==> src/rtl/alu_wb_buffer.sv <==
// alu_wb_buffer: in-order result FIFO between the ALU and the scoreboard writeback port
module alu_wb_buffer #(
  parameter int XLEN          = 32,
  parameter int TRANS_ID_BITS = 3,
  parameter int DEPTH         = 4
) (
  input  logic                         clk_i,
  input  logic                         rst_i,
  input  logic                         flush_i,
  input  logic                         alu_valid_i,
  output logic                         alu_ready_o,
  input  logic [XLEN-1:0]              alu_result_i,
  input  logic [TRANS_ID_BITS-1:0]     alu_trans_id_i,
  input  logic                         alu_branch_res_i,
  output logic                         wb_valid_o,
  input  logic                         wb_ready_i,
  output logic [XLEN-1:0]              wb_result_o,
  output logic [TRANS_ID_BITS-1:0]     wb_trans_id_o,
  output logic                         wb_branch_res_o,
  output logic [$clog2(DEPTH+1)-1:0]   count_o
);
  localparam int PW = $clog2(DEPTH);
  localparam int CW = $clog2(DEPTH+1);
  typedef struct packed {
    logic [XLEN-1:0]          result;
    logic [TRANS_ID_BITS-1:0] trans_id;
    logic                     branch_res;
  } entry_t;
  entry_t        mem [DEPTH];
  logic [PW-1:0] rd_ptr, wr_ptr;
  logic [CW-1:0] count;
  logic          push, pop;
  function automatic logic [PW-1:0] nxt(input logic [PW-1:0] p);
    return p == PW'(DEPTH-1) ? '0 : p + 1'b1;
  endfunction
  assign alu_ready_o     = count != CW'(DEPTH);
  assign wb_valid_o      = count != '0;
  assign push            = alu_valid_i && alu_ready_o;
  assign pop             = wb_valid_o && wb_ready_i;
  assign wb_result_o     = mem[rd_ptr].result;
  assign wb_trans_id_o   = mem[rd_ptr].trans_id;
  assign wb_branch_res_o = mem[rd_ptr].branch_res;
  assign count_o         = count;
  // flush clears only the bookkeeping; stale storage is hidden by count == 0
  always_ff @(posedge clk_i or posedge rst_i) begin
    if (rst_i) begin
      rd_ptr <= '0;
      wr_ptr <= '0;
      count  <= '0;
      for (int i = 0; i < DEPTH; i++) mem[i] <= '0;
    end else if (flush_i) begin
      rd_ptr <= '0;
      wr_ptr <= '0;
      count  <= '0;
    end else begin
      if (push) begin
        mem[wr_ptr] <= '{alu_result_i, alu_trans_id_i, alu_branch_res_i};
        wr_ptr      <= nxt(wr_ptr);
      end
      if (pop) rd_ptr <= nxt(rd_ptr);
      count <= count + CW'(push) - CW'(pop);
    end
  end
endmodule
==> config.mk <==
export PLATFORM = sky130hd
export DESIGN_NAME = alu_wb_buffer
export DESIGN_NICKNAME = d
export VERILOG_FILES = /design/src/rtl/alu_wb_buffer.sv
export SDC_FILE = /design/constraint.sdc
export NUM_CORES = 1
export LEC_CHECK = 0
export BUFFER_PORTS_ARGS = -buffer_cell sky130_fd_sc_hd__buf_4
export CAP_MARGIN = 10
export CORE_UTILIZATION = 52
export CTS_CLUSTER_SIZE = 20
export DETAILED_ROUTE_END_ITERATION = 8
export GPL_ROUTABILITY_DRIVEN = 0
export GPL_TIMING_DRIVEN = 0
export PLACE_DENSITY = 0.78
export SYNTH_ARGS = -nofsm -noshare
export SYNTH_HDL_FRONTEND = slang
export SYNTH_SLANG_ARGS = --single-unit
==> constraint.sdc <==
create_clock -name clk_i -period 6.8 [get_ports clk_i]
set_clock_uncertainty 0.2 [all_clocks]
set_input_delay 1.36 -clock clk_i [delete_from_list [all_inputs] [get_ports clk_i]]
set_output_delay 1.36 -clock clk_i [all_outputs]
set_load 0.01 [all_outputs]
==> metrics, run 1 <==
post-synthesis simple-gate area fraction 1.64%; Critical path origin rd_ptr[1]; share of cells above drive strength 1 57.6%; CP max FO 10; Compound-Gate Fraction of Synth Area 0.531%; XOR/XNOR share of the synthesized area 0.120%; CP endpoint kind output pin; MaxCap Viol Count 0; CTS tree built; area share of fa/ha/maj cells after synthesis 1.47%; placed inst area 8160 sq um; Slew HR 50.1%; Top Ports 82; # hold bufs at CTS 0; core area 13500 sq um; largest net degree at the start of global routing 105; clk_lat worst skew 0.42 ns; Final period util 57.3%; post-CTS setup buffers 0; drt first pass iters 6; die area ~15000 sq um; fin cells 685; post-route design area approximately 8700 sq um; kind of critical path reg -> out; end of the critical path wb_result_o[28]; Iter 0 DRT Violations 221; worst r2r dst count_o[2]; commonest non-fill, non-tap cell in the layout dfrtp_1; net count after synthesis between 400 and 500; Worst-Margin Slew 0.748 ns; Avg WL per Cell 20.3 microns; dpl cells 654; Slew Limit Fails 0; Synth Register Bits 151; FP Rows 42; clock slew at the register clock pins of the worst setup and hold paths 0.06 ns; Arr. time, crit path 2.34 ns; Layout area overhead 19.1%; M1 wire length approximately 6.3 mm; routed vias/inst 5.50; critical path's top delay family buffers and inverters; Initial Utilization a little over half; GRT Overall Usage 21.2%; worst path bufs/invs 4; power after layout 3.88 mW; Final setup viols 0; RSZ-0062 raised after global routing false; Syn Std Cell Area 7310 sq um; outcome complete, no violations; highest routed layer met4; commonest non-fill, non-tap cells in the layout 151 x dfrtp_1, 120 x mux2_4, 80 x buf_4; initial antenna violation count 0; reg2reg start count_o[1]; largest family of logic cells by synthesized area multiplexers; Num Clock Sinks 151; Final ANT Viol Nets 0; Mapped Cells 397; Max H-tree Level 4; post-synthesis mux area share 39.6%; Fin. Hold Viols 0; Synth Warn # 0; Leak between 4 and 5 nW; sequential cell area fraction in the yosys report 51.7%; DRC viols 0; CTS Buf Count 17; Core Util, Final 64.7%; ANT cells 0; grt ovf 0; maximum vdd drop 0.199 mV; hpwl dp 8.88 mm; power per cell area 446 nW/um^2; DR WL met2 6.91 mm; Die X 121 microns; PortBufs 80; CTS max path bufs 2; worst hold path type reg -> reg; routed via count 3766; Startpoint Class register; R2R cell count 10; Final nets 546; Mean Syn Cell Area around 18 sq um; first-pass GRT wire length 22.7 mm; critical path depth 5; CP max-delay cell buf_2; Die Ht 121 microns; root buffer cell clkbuf_16; slowest stage delay, CP roughly 0.38 ns; vias in the first global route 4194; count of different cell masters after synthesis 27; Reg2Reg Setup Slack 4.07 ns; Max Freq 256 MHz; Post-CTS Resized 0; hold slack about 0.28 ns; cell chain of the critical path buf_2, buf_2, buf_2, mux4_2, buf_4; post-layout min period 3.90 ns; Met3 Routed Length 492 microns; final wirelength between 10 and 15 mm; Worst EP required 5.24 ns; crit-path most repeated cell buf_2
-- per-stage QoR --
| step | setup TNS (ns) | setup slack [ns] |
|---|---|---|
| after floorplan | 0 | 1.18 |
| after global placement | -27.45 | -0.193 |
| after detailed placement | 0 | 3.31 |
| after CTS | 0 | 2.84 |
| after global routing | 0 | 2.77 |
| final | 0 | 2.90 |
-- final cells by class --
| type | count | area, sq um |
|---|---|---|
| fill | 949 | 4750 |
| sequential | 151 | 3780 |
| multi-input combinational | 214 | 3170 |
| timing repair buffer | 81 | 628 |
| clock buffer | 22 | 464 |
| buffer | 26 | 338 |
| tap | 176 | 220 |
| clock inverter | 9 | 77.6 |
| inverter | 6 | 27.5 |
-- cell families (layout without fill, tap and decap cells) --
kind of cell / count (synthesis) / in the layout
muxes: 181 / 181
adders and majority gates: 8 / 8
xor gates and xnor gates: 1 / 1
buffers and inverters: 32 / 144
and+or+nand+nor: 18 / 18
DFF: 151 / 151
AOI/OAI and AO/OA: 6 / 6
-- sequential cells by signal, summed over array words and instances (netlist names) --
signal / flops
rd_ptr: 2
count_o: 3
mem: 144
wr_ptr: 2
-- per-layer routing --
metal	vias up	global-route usage (%)
met4	0	7.64
met1	1996	27.8
met5	-	0
met3	14	6.13
li1	1675	-
met2	81	33.7
-- synthesized netlist by cell type --
cell type / count / share of area, %
mux2i_1: 1 / 0.14
nand2_1: 2 / 0.10
or3b_1: 1 / 0.12
and3_4: 4 / 0.62
mux2_1: 24 / 3.7
buf_12: 12 / 3.3
or3_1: 3 / 0.26
o31ai_1: 1 / 0.10
nand3_1: 1 / 0.068
a21o_1: 1 / 0.10
inv_1: 6 / 0.31
nor3_1: 1 / 0.068
a21oi_1: 2 / 0.14
and2_1: 1 / 0.086
buf_2: 6 / 0.41
mux2_4: 120 / 25
nor2b_1: 2 / 0.17
clkbuf_1: 3 / 0.15
o21ai_0: 1 / 0.068
a211o_1: 1 / 0.12
fa_1: 1 / 0.27
mux4_2: 36 / 11
xor2_1: 1 / 0.12
nor2_1: 3 / 0.15
buf_6: 5 / 0.77
ha_1: 7 / 1.2
dfrtp_1: 151 / 52
-- worst min-delay path by stage --
stage	start	to	slack (ns)	cells after the start
4_1_cts	mem[32]	mem[32]	0.28	1
3_3_place_gp	mem[33]	mem[33]	0.26	1
3_5_place_dp	mem[33]	mem[33]	0.27	1
6_report	mem[54]	mem[54]	0.28	1
2_1_floorplan	mem[1]	mem[1]	0.25	1
5_1_grt	mem[33]	mem[33]	0.30	1
-- worst register-to-register path: stages (launching register included) --
cell and delay (ns):
dfrtp_1 0.46, o31ai_1 0.58, inv_1 0.10, ha_1 0.28
inv_1 0.06, ha_1 0.13, inv_1 0.04, fa_1 0.37
xor2_1 0.16, and2_1 0.16, nor3_1 0.12
-- power by group --
| part | total [mW] | switching, mW | internal [mW] |
|---|---|---|---|
| Sequential | 1.52 | 0.219 | 1.30 |
| Clock | 0.874 | 0.358 | 0.517 |
| Combinational | 1.48 | 0.504 | 0.981 |
| Total | 3.88 | 1.08 | 2.80 |
(Power assumes the default switching activity.)
==> run 2: changes to the inputs <==
Settings changed: ABC_AREA from default to 1.
Clock period 6.8 ns to 3.7 ns, I/O delays scaled along.
==> run 2 against run 1 <==
Hold slack worse by 0.15 ns. Clock power up 110%. First-iteration DRC count rose to 4.2 times the previous value. Critical path type unchanged. Critical endpoint is now wb_result_o[13]. Largest power group is now combinational cells.
==> metrics, run 2 <==
grt ovf 0; commonest non-fill, non-tap cell in the layout nand2_1; Die X 121 microns; Reg2Reg Setup Slack 1.11 ns; MaxCap Viol Count 0; TNS Setup 0 ns; XOR/XNOR share of the synthesized area 0.118%; share of cells above drive strength 1 16.3%; clk_lat worst skew 0.43 ns; CTS tree built; critical path's top delay family buffers and inverters; kind of critical path reg -> out; Worst-Margin Slew 0.684 ns; Syn Std Cell Area 7420 sq um; Final nets 1050; Post-CTS Resized 0; worst hold path type in -> async; Critical path origin rd_ptr[1]; Post-synth EDFFs 0; post-synth top area share between 50% and 60%; net count after synthesis 947; routed vias/inst between 6 and 7; Final ANT Viol Nets 0; reg2reg start count_o[1]; synth top area cells dfrtp_1 51%, nand2_1 15%, nand4_1 12%; maximum vdd drop 0.451 mV; worst r2r dst count_o[2]; Startpoint Class register; root buffer cell clkbuf_16; FP Rows 43; sequential cell area fraction in the yosys report 50.9%; Synth Warn # 0; Max H-tree Level 4; crit-path most repeated cell clkbuf_1; Leak between 4 and 5 nW; Avg WL per Cell 19.2 microns; initial antenna violation count 0; Arr. time, crit path 2.42 ns; Slew HR 54.4%; Final setup viols 0; power per cell area 858 nW/um^2; routed via count 7200; cell chain of the critical path clkbuf_1, inv_1, clkbuf_1, o21ai_0, o22ai_1, buf_4; leading area contributor after synthesis dfrtp_1; Core Util, Final 64.5%; DRC viols 0; Synth async-reset ratio 100%; FF+latch area 3780 sq um; count of different cell masters after synthesis 22; post-layout min period 3.36 ns; multi-input logic area around 3100 sq um; post-synthesis mux area share 0%; Post-synth top cells 302 x nand2_1, 151 x dfrtp_1, 144 x nand4_1; core area 13900 sq um; Mapped Cells about 900; die area 14800 sq um; drt first pass iters 5; Most flops, register mem; commonest non-fill, non-tap cells in the layout 302 x nand2_1, 151 x dfrtp_1, 144 x nand4_1; Synth Register Bits roughly 150; slowest stage delay, CP 0.43 ns; max reg flops 144; Initial Utilization 53.5%; post-CTS setup buffers 0; first-pass GRT wire length 36.5 mm; CTS Buf Count 17; CTS max path bufs 2; post-synthesis simple-gate area fraction 32.3%; Compound-Gate Fraction of Synth Area 8.24%; Slew Limit Fails 0; hpwl dp 15.1 mm; largest net degree at the start of global routing 43; R2R cell count 11; placed inst area between 8000 and 9000 sq um; Num Clock Sinks 151; Iter 0 DRT Violations 933; RSZ-0062 raised after global routing false; post-route design area 8950 sq um; critical path depth 6; Fin. Hold Viols 0; final wirelength 22.9 mm; Die Ht around 120 microns; vias in the first global route 6961; PortBufs 80; Mean Syn Cell Area 8.27 sq um; CP endpoint kind output pin; Final period util 90.9%; outcome complete, no violations; Layout area overhead 20.6%; area share of fa/ha/maj cells after synthesis 1.45%; CP max FO 10; end of the critical path wb_result_o[13]; count leader, synth nand2_1; ANT cells 0; Max Freq between 200 and 300 MHz; CP max-delay cell clkbuf_1; clock slew at the register clock pins of the worst setup and hold paths 0.06 ns; Top Ports 82; Primary FF master, synth dfrtp_1; worst path bufs/invs 4; largest family of logic cells by synthesized area simple AND/OR/NAND/NOR gates; Worst EP required 2.76 ns; # hold bufs at CTS 0; FILL cells between 1000 and 1500; GRT Overall Usage 33.3%
[run 2: cell types whose count changed after synthesis, sizes merged, moves of 2 or more]
cell / previous run / this run
nand2: 2 / 303
or3: 3 / 0
nor2b: 2 / 0
clkbuf: 3 / 31
nand4: 0 / 148
and3: 4 / 0
buf: 23 / 51
inv: 6 / 12
mux4: 36 / 0
nor2: 3 / 79
o22ai: 0 / 36
mux2: 144 / 0
o21ai: 1 / 74
[run 2: worst register-to-register path, stage by stage (launching register included)]
cell,delay [ns]
dfrtp_1,0.45
nor2_1,0.31
nand2_1,0.14
nand2_1,0.15
inv_1,0.09
ha_1,0.27
inv_1,0.07
ha_1,0.14
inv_1,0.05
fa_1,0.40
xor2_1,0.16
nor2_1,0.05
[run 2: how the worst min path moves through the flow]
stage / depth (start not counted) / start / slack (ns) / to
after detailed placement: 2 / mem[74] / 0.26 / mem[74]
after floorplan: 2 / mem[37] / 0.24 / mem[37]
after global placement: 2 / mem[98] / 0.26 / mem[98]
after global routing: 2 / rst_i / 0.16 / mem[26]
final: 2 / rst_i / 0.13 / mem[56]
after CTS: 2 / rst_i / 0.14 / mem[56]
[run 2: area by class of cell]
class	count	area share, %
sequential	151	42.2
buffer	82	5.27
clock inverter	12	1.96
timing repair buffer	84	7.60
inverter	13	0.587
tap	180	2.52
clock buffer	19	4.95
multi-input combinational	652	34.9
[run 2: logic make-up (layout without fill, tap and decap cells)]
group,Yosys count,after routing
AOI/OAI and AO/OA,111,111
DFF,151,151
xor gates and xnor gates,1,1
buffers and inverters,95,210
and+or+nand+nor,532,532
adders and majority gates,8,8
[run 2: power by group]
group,switching [mW],internal (mW),total [mW]
Sequential,0.392,2.36,2.75
Clock,0.707,1.14,1.85
Combinational,1.87,1.22,3.08
Total,2.97,4.72,7.68
[run 2: through the flow]
stage,worst slack (ns),cells,hold slack [ns],total power [mW]
2_1_floorplan,0.857,898,0.244,4.53
3_3_place_gp,-0.153,1158,0.257,5.70
3_5_place_dp,0.882,1162,0.260,5.78
4_1_cts,0.394,1193,0.138,7.64
5_1_grt,0.218,1193,0.160,8.14
6_report,0.338,1193,0.131,7.68
[run 2: per-layer routing]
layer	track usage, %	vias to the layer above	share of wire, %
met2	50.8	386	46
met3	7.14	58	8.4
met5	0	-	0
met1	45.8	3467	42
met4	14.1	0	2.9
li1	-	3289	-
==> run 3: changes to the inputs <==
Settings changed: CORE_UTILIZATION 52 to 55, GPL_ROUTABILITY_DRIVEN 0 to default, PLACE_DENSITY 0.78 to 0.82.
==> run 3 against run 2 <==
Core utilization up 3.2 points. Via count up 2.8%. Hold slack worse by 0.046 ns. Fmax down 1.8%. First-iteration DRC count down 7.0%. Wire length up 0.35%. Worst setup slack worse by 0.061 ns. Largest cell class unchanged. Count of clock-buffer cells in the layout unchanged. Sequential share of layout area up 0.089 points.
==> metrics, run 3 (synthesized netlist as in run 2, its figures left out) <==
outcome complete, no violations; Max Freq slightly below 300 MHz; grt ovf 0; post-route design area between 8000 and 9000 sq um; # hold bufs at CTS 0; hold slack 0.0858 ns; Initial Utilization 56.3%; routed via count 7404; max reg flops 144; clk_lat worst skew 0.45 ns; slowest stage delay, CP 0.44 ns; Final setup viols 0; core area 13200 sq um; CTS tree built; power after layout 7.67 mW; root buffer cell clkbuf_16; GPL Wtd Cong 0.849; Num Clock Sinks 151; crit-path most repeated cell clkbuf_1; maximum vdd drop 0.425 mV; placed inst area 8330 sq um; Fin. Hold Viols 0; final wirelength roughly 23 mm; Slew HR 55.1%; largest net degree at the start of global routing between 40 and 50; Leak 4.61 nW; Reg2Reg Setup Slack 1.16 ns; initial antenna violation count 0; Worst EP required 2.76 ns; Die Ht ~120 microns; CP max-delay cell clkbuf_1; Clk pwr share 23.7%; vias in the first global route 7095; Die X 118 microns; Startpoint Class register; first-pass GRT wire length 36.9 mm; Iter 0 DRT Violations between 800 and 900; commonest non-fill, non-tap cells in the layout 302 x nand2_1, 151 x dfrtp_1, 144 x nand4_1; cell chain of the critical path clkbuf_1, inv_1, clkbuf_1, o21ai_0, o22ai_1, buf_4; hpwl dp 14.9 mm; Top Ports 82; Most flops, register mem; Worst-Margin Slew 0.673 ns; Slew Limit Fails 0; clock slew at the register clock pins of the worst setup and hold paths 0.07 ns; FP Rows 42; power per cell area about 860 nW/um^2; Final period util 92.5%; die area approximately 14000 sq um; drt first pass iters 6; MaxCap Viol Count 0; RSZ-0062 raised after global routing false; FILL cells between 1000 and 1500; Comb power frac between 40 and 50%; share of cells above drive strength 1 16.3%; CTS Buf Count 17; Avg WL per Cell between 15 and 20 microns; worst hold path type in -> async; R2R cell count 11; Max H-tree Level 4; fin cells ~1200; CTS max path bufs 2; dpl cells 1158; ANT cells 0; Layout area overhead 20.3%; Final ANT Viol Nets 0; Post-CTS Resized 0; PortBufs 80; routed vias/inst 6.22; kind of critical path reg -> out; CP max FO 10; Arr. time, crit path 2.48 ns; sequential share of power a little over a third; Critical path origin rd_ptr[1]; Final nets 1050; Sw Share 39.5%; worst r2r dst count_o[2]; CP endpoint kind output pin; reg2reg start count_o[1]; GRT Overall Usage 34.3%; DRC viols 0; Net Switching 3.03 mW; post-layout min period about 3.4 ns; Core Util, Final 67.7%; post-CTS setup buffers 0; Internal 4.64 mW; commonest non-fill, non-tap cell in the layout nand2_1
## run 3: changes by cell type in the layout (fill, tap and decap cells not counted), sizes merged
| cell | before | now |
|---|---|---|
| clkinv | 5 | 6 |
| bufinv | 4 | 3 |
| inv | 12 | 14 |
| clkinvlp | 4 | 3 |
## run 3: worst max-delay path by stage
| stage | slack (ns) | to | cells after the start |
|---|---|---|---|
| finish | 0.28 | wb_result_o[17] | 6 |
| global route | 0.22 | wb_result_o[12] | 6 |
| CTS | 0.34 | wb_result_o[17] | 6 |
| detailed placement | 0.88 | wb_result_o[14] | 6 |
| global placement | -0.13 | mem[3] | 2 |
| floorplan | 0.86 | count_o[0] | 1 |
## run 3: final cells by class
type | instances | area (sq um) | share of cell area, %
clock inverter | 13 | 171 | 1.92
buffer | 82 | 472 | 5.28
inverter | 13 | 52.6 | 0.588
multi-input combinational | 652 | 3130 | 35.0
timing repair buffer | 84 | 681 | 7.62
tap | 176 | 220 | 2.46
clock buffer | 19 | 433 | 4.85
sequential | 151 | 3780 | 42.3
## run 3: routing by layer
layer  up-vias  GRT usage (%)  share of wire, %
li1       3293              -                 -
met1      3530           45.9                40
met2       498           52.1                46
met3        83           7.82                10
met4         0           18.3               3.7
met5         -              0                 0
## run 3: stage by stage
stage          worst slack, ns  setup TNS [ns]
3_5_place_dp             0.878               0
3_3_place_gp            -0.126          -17.73
5_1_grt                  0.220               0
6_report                 0.277               0
4_1_cts                  0.344               0
2_1_floorplan            0.857               0
## run 3: power groups by stage
stage	logic (mW)	clock network, mW	registers (mW)
global placement	2.95	0	2.73
detailed placement	3.03	0	2.75
CTS	3.06	1.81	2.74
finish	3.09	1.82	2.76
floorplan	1.87	0	2.67
global route	3.40	1.88	2.83
## run 3: worst max-delay path: cells and delay by family, from the launching register on
| family | cells | cell delay [ns] |
|---|---|---|
| AO/OA/AOI/OAI | 2 | 0.42 |
| buffers and inverters | 4 | 1.21 |
| flip-flops | 1 | 0.39 |
